[src/rtl/fifo_to_in_fm_bank_pkg.sv]
// Shared types and elaboration helpers for the input feature-map bank loader.
// The tile geometry helpers are evaluated with the parameters of each instance.
package fifo_to_in_fm_bank_pkg;

    typedef enum logic [1:0] {
        IDLE  = 2'd0,
        BUSY  = 2'd1,
        FLUSH = 2'd2,
        DONE  = 2'd3
    } state_t;

    // Ceiling log2; clog2(1) == 0.
    function automatic int clog2(input longint unsigned n);
        int               bits;
        longint unsigned  span;
        bits = 0;
        span = 1;
        while (span < n) begin
            span = span << 1;
            bits++;
        end
        return bits;
    endfunction

    // Bits needed to hold an index 0..n-1, never less than one.
    function automatic int width_of(input longint unsigned n);
        return (n <= 1) ? 1 : clog2(n);
    endfunction

    function automatic longint unsigned tile_words(input int tm, input int tr, input int tc);
        return longint'(tm) * longint'(tr) * longint'(tc);
    endfunction

    function automatic longint unsigned bank_words(input int tm, input int tr, input int tc,
                                                   input int x);
        return longint'(tm / x) * longint'(tr) * longint'(tc);
    endfunction

    localparam int DEF_TM = 16;
    localparam int DEF_TR = 64;
    localparam int DEF_TC = 16;
    localparam int DEF_X  = 4;

    localparam longint unsigned TILE_WORDS = tile_words(DEF_TM, DEF_TR, DEF_TC);
    localparam longint unsigned BANK_WORDS = bank_words(DEF_TM, DEF_TR, DEF_TC, DEF_X);

endpackage

[src/rtl/fifo_to_in_fm_bank_push.sv]
// Synchronous FIFO on the receive side of the ram_to_fifo push interface.
// Read data is registered: a pop in cycle t presents its word in cycle t+1.
module push_fifo
    import fifo_to_in_fm_bank_pkg::*;
#(
    parameter int DW        = 32,
    parameter int DEPTH     = 16,
    parameter int AF_MARGIN = 4
) (
    input  logic                          clk,
    input  logic                          rst,
    input  logic                          push,
    input  logic [DW-1:0]                 data,
    input  logic                          pop,
    output logic [DW-1:0]                 rd_data,
    output logic                          full,
    output logic                          empty,
    output logic                          almost_full,
    output logic                          overflow,
    output logic [clog2(DEPTH+1)-1:0]     count
);

    localparam int PTR_W = clog2(DEPTH);
    localparam int CNT_W = clog2(DEPTH + 1);
    localparam logic [CNT_W-1:0] FULL_CNT = CNT_W'(DEPTH);
    localparam logic [CNT_W-1:0] AF_CNT   = CNT_W'(DEPTH - AF_MARGIN);

    if ((DEPTH < 2) || ((DEPTH & (DEPTH - 1)) != 0)) begin : g_bad_depth
        $error("push_fifo: DEPTH must be a power of two and at least 2");
    end
    if ((AF_MARGIN < 4) || (AF_MARGIN >= DEPTH)) begin : g_bad_margin
        $error("push_fifo: AF_MARGIN must be at least 4 and below DEPTH");
    end

    logic [DW-1:0]    mem [DEPTH];
    logic [PTR_W-1:0] wr_ptr;
    logic [PTR_W-1:0] rd_ptr;
    logic [CNT_W-1:0] count_d;
    logic             bypass;
    logic             do_pop;
    logic             do_push;

    assign full  = (count == FULL_CNT);
    assign empty = (count == '0);

    // Push and pop on an empty FIFO hands the word straight to the read register.
    assign bypass  = push && pop && empty;
    assign do_pop  = pop && !empty;
    assign do_push = push && !bypass && (!full || do_pop);

    // NOTE: every always_comb output gets a default first so no path can infer a latch.
    always_comb begin
        count_d = count;
        if (do_push && !do_pop) begin
            count_d = count + CNT_W'(1);
        end else if (!do_push && do_pop) begin
            count_d = count - CNT_W'(1);
        end
    end

    // NOTE: state uses non-blocking assignments so every register samples pre-edge values.
    always_ff @(posedge clk) begin
        if (!rst) begin
            wr_ptr      <= '0;
            rd_ptr      <= '0;
            count       <= '0;
            rd_data     <= '0;
            almost_full <= 1'b0;
            overflow    <= 1'b0;
        end else begin
            count       <= count_d;
            almost_full <= (count_d >= AF_CNT);
            if (push && full && !do_pop) begin
                overflow <= 1'b1;
            end
            if (do_push) begin
                wr_ptr <= wr_ptr + PTR_W'(1);
            end
            if (bypass) begin
                rd_data <= data;
            end else if (do_pop) begin
                rd_data <= mem[rd_ptr];
                rd_ptr  <= rd_ptr + PTR_W'(1);
            end
        end
    end

    // NOTE: storage has no reset; the pointers and count alone define what is valid.
    always_ff @(posedge clk) begin
        if (do_push) begin
            mem[wr_ptr] <= data;
        end
    end

endmodule

[src/rtl/fifo_to_in_fm_bank.sv]
// Drains one Tm x Tr x Tc input feature-map tile from the push FIFO into X banks,
// channel m landing in bank m mod X, with addresses built incrementally.
module fifo_to_in_fm_bank
    import fifo_to_in_fm_bank_pkg::*;
#(
    parameter int AW        = 32,
    parameter int DW        = 32,
    parameter int Tm        = 16,
    parameter int Tr        = 64,
    parameter int Tc        = 16,
    parameter int X         = 4,
    parameter int DEPTH     = 16,
    parameter int AF_MARGIN = 4
) (
    input  logic          clk,
    input  logic          rst,
    input  logic          start,
    output logic          done,
    input  logic          fifo_push,
    input  logic [DW-1:0] fifo_data,
    output logic          fifo_almost_full,
    output logic          overflow,
    output logic [X-1:0]  bank_wena,
    output logic [AW-1:0] bank_addr,
    output logic [DW-1:0] bank_data
);

    localparam longint unsigned TILE_LEN = tile_words(Tm, Tr, Tc);
    localparam longint unsigned BANK_LEN = bank_words(Tm, Tr, Tc, X);
    localparam int WCW = clog2(TILE_LEN + 1);
    localparam int CW  = width_of(Tc);
    localparam int RW  = width_of(Tr);
    localparam int BW  = width_of(X);
    localparam int FCW = clog2(DEPTH + 1);

    localparam logic [WCW-1:0] LAST_WORD  = WCW'(TILE_LEN - 1);
    localparam logic [CW-1:0]  C_LAST     = CW'(Tc - 1);
    localparam logic [RW-1:0]  R_LAST     = RW'(Tr - 1);
    localparam logic [BW-1:0]  B_LAST     = BW'(X - 1);
    localparam logic [AW-1:0]  ROW_STEP   = AW'(Tc);
    localparam logic [AW-1:0]  PLANE_STEP = AW'(longint'(Tr) * longint'(Tc));
    localparam logic [X-1:0]   WENA0      = X'(1);

    if ((Tm % X) != 0) begin : g_bad_banks
        $error("fifo_to_in_fm_bank: Tm must be a multiple of X");
    end
    if ((AW < 63) && (BANK_LEN >= (64'd1 << AW))) begin : g_bad_aw
        $error("fifo_to_in_fm_bank: per-bank word count does not fit in AW bits");
    end

    state_t           state_q;
    state_t           state_d;
    logic             pop;
    logic             clear;
    logic             fifo_empty;
    logic             fifo_full;
    logic [FCW-1:0]   fifo_count;
    logic             unused_fifo_status;

    logic [WCW-1:0]   word_cnt;
    logic [CW-1:0]    c;
    logic [RW-1:0]    r;
    logic [BW-1:0]    b;
    logic [AW-1:0]    racc;
    logic [AW-1:0]    base;

    push_fifo #(
        .DW        (DW),
        .DEPTH     (DEPTH),
        .AF_MARGIN (AF_MARGIN)
    ) u_push_fifo (
        .clk         (clk),
        .rst         (rst),
        .push        (fifo_push),
        .data        (fifo_data),
        .pop         (pop),
        .rd_data     (bank_data),
        .full        (fifo_full),
        .empty       (fifo_empty),
        .almost_full (fifo_almost_full),
        .overflow    (overflow),
        .count       (fifo_count)
    );

    assign unused_fifo_status = ^{fifo_full, fifo_count};

    always_comb begin
        state_d = state_q;
        pop     = 1'b0;
        clear   = 1'b0;
        done    = 1'b0;
        unique case (state_q)
            IDLE: begin
                if (start) begin
                    clear   = 1'b1;
                    state_d = BUSY;
                end
            end
            BUSY: begin
                if (!fifo_empty) begin
                    pop = 1'b1;
                    if (word_cnt == LAST_WORD) begin
                        state_d = FLUSH;
                    end
                end
            end
            FLUSH: state_d = DONE;
            DONE: begin
                done    = 1'b1;
                state_d = IDLE;
            end
            default: state_d = IDLE;
        endcase
    end

    // Write strobe and address are registered on the pop edge, matching the FIFO read register.
    always_ff @(posedge clk) begin
        if (!rst) begin
            state_q   <= IDLE;
            word_cnt  <= '0;
            c         <= '0;
            r         <= '0;
            b         <= '0;
            racc      <= '0;
            base      <= '0;
            bank_wena <= '0;
            bank_addr <= '0;
        end else begin
            state_q   <= state_d;
            bank_wena <= '0;
            if (clear) begin
                word_cnt <= '0;
                c        <= '0;
                r        <= '0;
                b        <= '0;
                racc     <= '0;
                base     <= '0;
            end else if (pop) begin
                bank_wena <= WENA0 << b;
                bank_addr <= base + racc + AW'(c);
                word_cnt  <= word_cnt + WCW'(1);
                if (c == C_LAST) begin
                    c <= '0;
                    if (r == R_LAST) begin
                        r    <= '0;
                        racc <= '0;
                        if (b == B_LAST) begin
                            b    <= '0;
                            base <= base + PLANE_STEP;
                        end else begin
                            b <= b + BW'(1);
                        end
                    end else begin
                        r    <= r + RW'(1);
                        racc <= racc + ROW_STEP;
                    end
                end else begin
                    c <= c + CW'(1);
                end
            end
        end
    end

endmodule

[config.mk]
export PLATFORM = sky130hd
export DESIGN_NAME = fifo_to_in_fm_bank
export DESIGN_NICKNAME = d
export VERILOG_FILES = /design/src/rtl/fifo_to_in_fm_bank_pkg.sv /design/src/rtl/fifo_to_in_fm_bank_push.sv /design/src/rtl/fifo_to_in_fm_bank.sv
export SDC_FILE = /design/constraint.sdc
export NUM_CORES = 1
export LEC_CHECK = 0
export CORE_MARGIN = 3
export CORE_UTILIZATION = 30
export DETAILED_ROUTE_END_ITERATION = 8
export GPL_ROUTABILITY_DRIVEN = 0
export PLACE_DENSITY = 0.45
export SYNTH_ARGS = -nofsm -noshare
export SYNTH_HDL_FRONTEND = slang
export SYNTH_SLANG_ARGS = --single-unit
[constraint.sdc]
create_clock -name clk -period 13.01 [get_ports clk]
set_input_delay 1.9515 -clock clk [delete_from_list [all_inputs] [get_ports clk]]
set_output_delay 1.9515 -clock clk [all_outputs]
set_load 0.01 [all_outputs]
### After elaboration in Yosys (flattened, before gate mapping)

Memory sizes are Yosys's and may differ from the RTL's. A register that Yosys moved wholly into a read port is not among the register bits.
Cells that the tools add are included.

* bits in registers: 144
* RAM bits: 512
* bits of input ports: 36
* output and inout port bits: 71
* logic and storage cells: 88
* memories kept: 1

Memory list
* u_push_fifo.mem: depth 16, bits a word 32, rd ports 1, clocked after memory_dff 1, write ports 1, line fifo_to_in_fm_bank_push.sv:35 `logic [DW-1:0] mem [DEPTH];`

* $add $sub $neg: 12
* order comparisons: 1
* equal/unequal tests: 11
* shift-type cells: 1
* muxes and demuxes: 17
* bitwise operators: 4
* reduce and logical (&&, ||, !) cells: 27

Operators with widths (number)
* adder 32 x 11 -> 32 bit (second input constant): 1
* adder 32 bit: 1
* adder 32 x 4 -> 32 bit: 1
* adder 32 x 5 -> 32 bit (second input constant): 1
* 2-to-1 mux 32 bit: 1
* adder 15 x 1 -> 15 bit (second input constant): 1
* == test 15 x 14 -> 1 bit (second input constant): 1
* adder 4 x 1 -> 4 bit (second input constant): 3
* 2-to-1 mux 5 bit: 2
* logical AND 1 bit: 9
* 2-to-1 mux 2 bit: 4
* case mux 2 bit (4 select lines): 1
* 2-to-1 mux 1 bit: 7
* adder 6 x 1 -> 6 bit (second input constant): 1
* == test 2 bit (second input constant): 3
* == test 6 bit (second input constant): 1
* logical NOT 1 bit: 6
* 2-to-1 mux 6 bit: 1
* != test 2 bit (second input constant): 3
* AND reduction 2 bit: 3
* AND reduction 3 bit: 2
* adder 5 x 1 -> 5 bit (second input constant): 1
* == test 5 bit (second input constant): 1
* greater-or-equal comparator 5 x 4 -> 1 bit (second input constant): 1
* 14 further kinds: 17

### Longest topological paths before layout

* word-level depth: 13
* mapped depth: 9
* mapped depth without buffers: 8

### By module

From an unflattened synthesis, not the netlist that was laid out.

* cells, all modules: 1930
* area total of the unflattened synthesis: 27911.8 um^2

By module, submodules not included
* push_fifo: times used 1, cells an instance 1224, area each 22023.6 um^2, sequential area each 16395.7 um^2
* fifo_to_in_fm_bank: times used 1, cells an instance 706, area each 5888.1 um^2, sequential area each 2302.2 um^2

### Worst setup path after synthesis

No wires, ideal clock.

* path kind: input port to flip-flop
* start point: input port fifo_push
* end point: memory u_push_fifo.mem[3][0], enable pin
* setup time: 0.461 ns
* data arrival time: 4.860 ns
* required time: 12.549 ns
* path slack: 7.689 ns
* cell stages on the path: 4
* path buffers: 1
* cells stage by stage: a21boi_0 > clkbuf_1 > nand2_1 > nor3_1

* cells in the longest elaborated chain, start to end: 7

RTL lines
* from (decl): line fifo_to_in_fm_bank.sv:19 `input logic fifo_push,`
* logical AND 1 bit (2 in a row): line fifo_to_in_fm_bank_push.sv:47 `assign bypass = push && pop && empty;`
* logical NOT 1 bit: line fifo_to_in_fm_bank_push.sv:49 `assign do_push = push && !bypass && (!full || do_pop);`
* logical AND 1 bit (*) (2 in a row): line fifo_to_in_fm_bank_push.sv:49
* 2-to-1 mux 1 bit (*): line fifo_to_in_fm_bank_push.sv:90 `if (do_push) begin`
* 2-to-1 mux 1 bit (implied by the code) (*): line fifo_to_in_fm_bank_push.sv:91 `mem[wr_ptr] <= data;`
* to (decl): line fifo_to_in_fm_bank_push.sv:35

Mark *: on every way between the ends. The rest lies on a longest branch, timed or not.

### Worst setup path after layout

* start point: input port fifo_push
* end point: memory u_push_fifo.mem[8][11], enable pin

The elaborated chain is that of the path after synthesis.

==> impl_metrics.ini <==
[outcome]
outcome = completed

[timing]
setup_viol = 0
worst_slew_pin_slew_ns = 1.35
worst_slack_ns = 8.94
slew_headroom_pct = 9.56
period_share_pct = 31.3
period_needed_ns = 4.07
finalMaxSlewViolations = 0
fin_skew_ns = 0.0307
grt_setup_unrepaired = false
timing.fmax_ghz = 0.246
fin_tns_setup_ns = 0
finalHoldViolCount = 0

[floorplan]
start_util_pct = 30.4
io_pins = 107
core-area_um2 = 88800
num_rows = 109
die-area_um2 = 93500
die_h_um = 306
die_x_um = 306

[routing]
ant_nets = 0
wl_um = 66800
routedWlPerCell_um = 22.0
drcViolationCount = 0
via_per_inst = 4.88
drt-initial-drc-count = 755
firstDrtPassIters = 5
vias = 14825

[pwr]
p_leak_nw = 9.97
powerDensity_nw_per_um2 = 168
peakVddDrop_mv = 0.108

[synth]
muxShareOfSynthArea_pct = 13.7
yosysTopAreaCell = edfxtp_1
yosys-top-cells-area = edfxtp_1, mux4_2, dfxtp_1
synth_cell_types = 59
syn-cell-area_um2 = 27000
synth_cells = 1675
ys_ff_latch = 674
ys.flop_type = edfxtp_1
synthAdderAreaFrac_pct = 1.86
synth_edf_count = 512
synth_top_family_by_area = multiplexers
synth-compound-area-share_pct = 3.94
ys_async_sr_fraction_pct = 0
synthSimpleGateAreaFrac_pct = 7.44
syn_nets = 1751
yosysMostFrequentCell = edfxtp_1
netlist.area_leader.share_pct = 57.0
synth_warnings = 0
avgSynthCellArea_um2 = 16.1
synth-xor-area-share_pct = 2.63
synth_commonest_cells = edfxtp_1, dfxtp_1, mux4_2
ys_seq_area_share_pct = 69.0

[final_layout]
area_delta_synth_final_pct = 18.7
drive_above_1_share_pct = 18.0
antennaDiodeCount = 0
fillers = 8348
fin_cells = 3038
nets = 1890

[placement]
portBuffers = 106
hpwlAfterDp_um = 40700
place_inst = 2901
dp_slack_ns = 8.27

[critical_path]
path_max_fanout = 32
endpoint_kind = flip-flop
worstPathRequired_ns = 13.24
cp_data_arrival_time_ns = 4.30
worst_setup_path_start_kind = input pin
crit_type = in -> reg

[clock_tree]
clk_pin_slew_ns = 0.05
cts_tree = done
holdBufCountCts = 0
cts_root_buffer = clkbuf_16
numCtsBuffers = 76
postCtsSetupBuffers = 0
worstSkewPairLatency_ns = 0.64
clk_path_buf_depth = 3
cts-htree-levels = 3
cts-resized-gates = 0
clkSinkCount = 674

[global_routing]
grt_pass1_wl_um = 102000
grt_max_degree = 50
antenna_found_initial = 0
grt_use_total_pct = 14.4
overflow = 0
grt_pass1_vias = 15747

[min_path]
hold_path.class = reg -> reg

[flow_run]
cap_violations = 0
cells in the final DEF, fill, tap and decap left out, drive strengths merged, types with 5 or more instances in the layout:
| cell type | instances |
|---|---|
| nor3b | 5 |
| inv | 21 |
| nand3 | 33 |
| a21oi | 92 |
| edfxtp | 512 |
| bufinv | 6 |
| dfxtp | 162 |
| nor2 | 120 |
| nand4 | 26 |
| o21ai | 36 |
| a211oi | 11 |
| clkbuf | 100 |
| and4 | 7 |
| xnor2 | 45 |
| or3 | 22 |
| mux4 | 160 |
| nor3 | 27 |
| xor2 | 36 |
| clkinv | 27 |
| buf | 34 |
| nor4 | 6 |
| nand2 | 158 |
| clkdlybuf4s50 | 106 |
| and3 | 14 |
| mux2i | 8 |
| ha | 40 |
final cells by class:
| cell class | instances | area [µm²] | share of cell area [%] |
|---|---|---|---|
| repair buffers | 140 | 1320 | 4.11 |
| clock buffers | 100 | 2040 | 6.38 |
| inverters | 18 | 68.8 | 0.215 |
| well taps | 1165 | 1460 | 4.55 |
| clock inverters | 37 | 403 | 1.26 |
| flip-flops and latches | 674 | 18600 | 58.2 |
| multi-input cells | 904 | 8090 | 25.3 |
per-layer routing:
metal / wire (µm) / up-vias / track usage [%] / share of wire, %
li1: - / 6793 / - / -
met1: 29900 / 7670 / 19.2 / 45
met2: 32900 / 267 / 24.4 / 49
met3: 2520 / 95 / 2.57 / 3.8
met4: 1480 / 0 / 3.94 / 2.2
met5: 0 / - / 0 / 0
through the flow:
stage                     hold slack [ns]  power (W)  cell area, µm²  utilization [%]
after global placement              0.445    0.00334           29600             33.3
after detailed placement            0.450    0.00334           29600             33.3
after global routing                0.474    0.00562           32000             36.1
final                               0.456    0.00537           32000             36.1
after CTS                           0.459    0.00547           32000             36.1
after floorplan                     0.449    0.00303           27000                -
path summary, 6_finish.rpt:
check | cells past startpoint | startpoint | slack (ns) | end
max reg2reg | 6 | u_push_fifo.rd_ptr[0] | 9.35 | u_push_fifo.rd_data[22]
min reg2reg | 2 | bank_addr[3] | 0.46 | bank_addr[3]
min | 2 | bank_addr[3] | 0.46 | bank_addr[3]
max | 5 | fifo_push | 8.94 | u_push_fifo.mem[8][11]
logic make-up after synthesis:
kind of cell	Yosys count
fa+ha+maj	40
xor+xnor	81
simple gates	435
compound gates	179
buf+inv	97
other cells	1
mux	168
flops	674
report_power, final:
part	leakage [nW]	total, W	switching, W	internal (W)
Sequential	5.94	0.00243	0.0000563	0.00238
Combinational	2.83	0.000828	0.000433	0.000395
Clock	1.20	0.00211	0.000874	0.00123
Total	9.97	0.00537	0.00136	0.00401
flip-flops by register name (all words and copies together), names as in the netlist:
signal                   flops
racc                        28
u_push_fifo.rd_ptr           4
bank_wena                    4
u_push_fifo.mem            512
u_push_fifo.wr_ptr           4
c                            4
word_cnt                    15
b                            2
state_q                      2
base                        22
u_push_fifo.count            5
u_push_fifo.overflow         1
u_push_fifo.almost_full      1
bank_addr                   32
u_push_fifo.rd_data         32
r                            6
critical path: stages:
cell and delay (ns):
clkdlybuf4s50_1 0.57, a21boi_0 0.21, buf_4 0.23, nand2_1 0.24
nor2_4 1.07
Note: power is estimated with default switching activity, not from simulation.
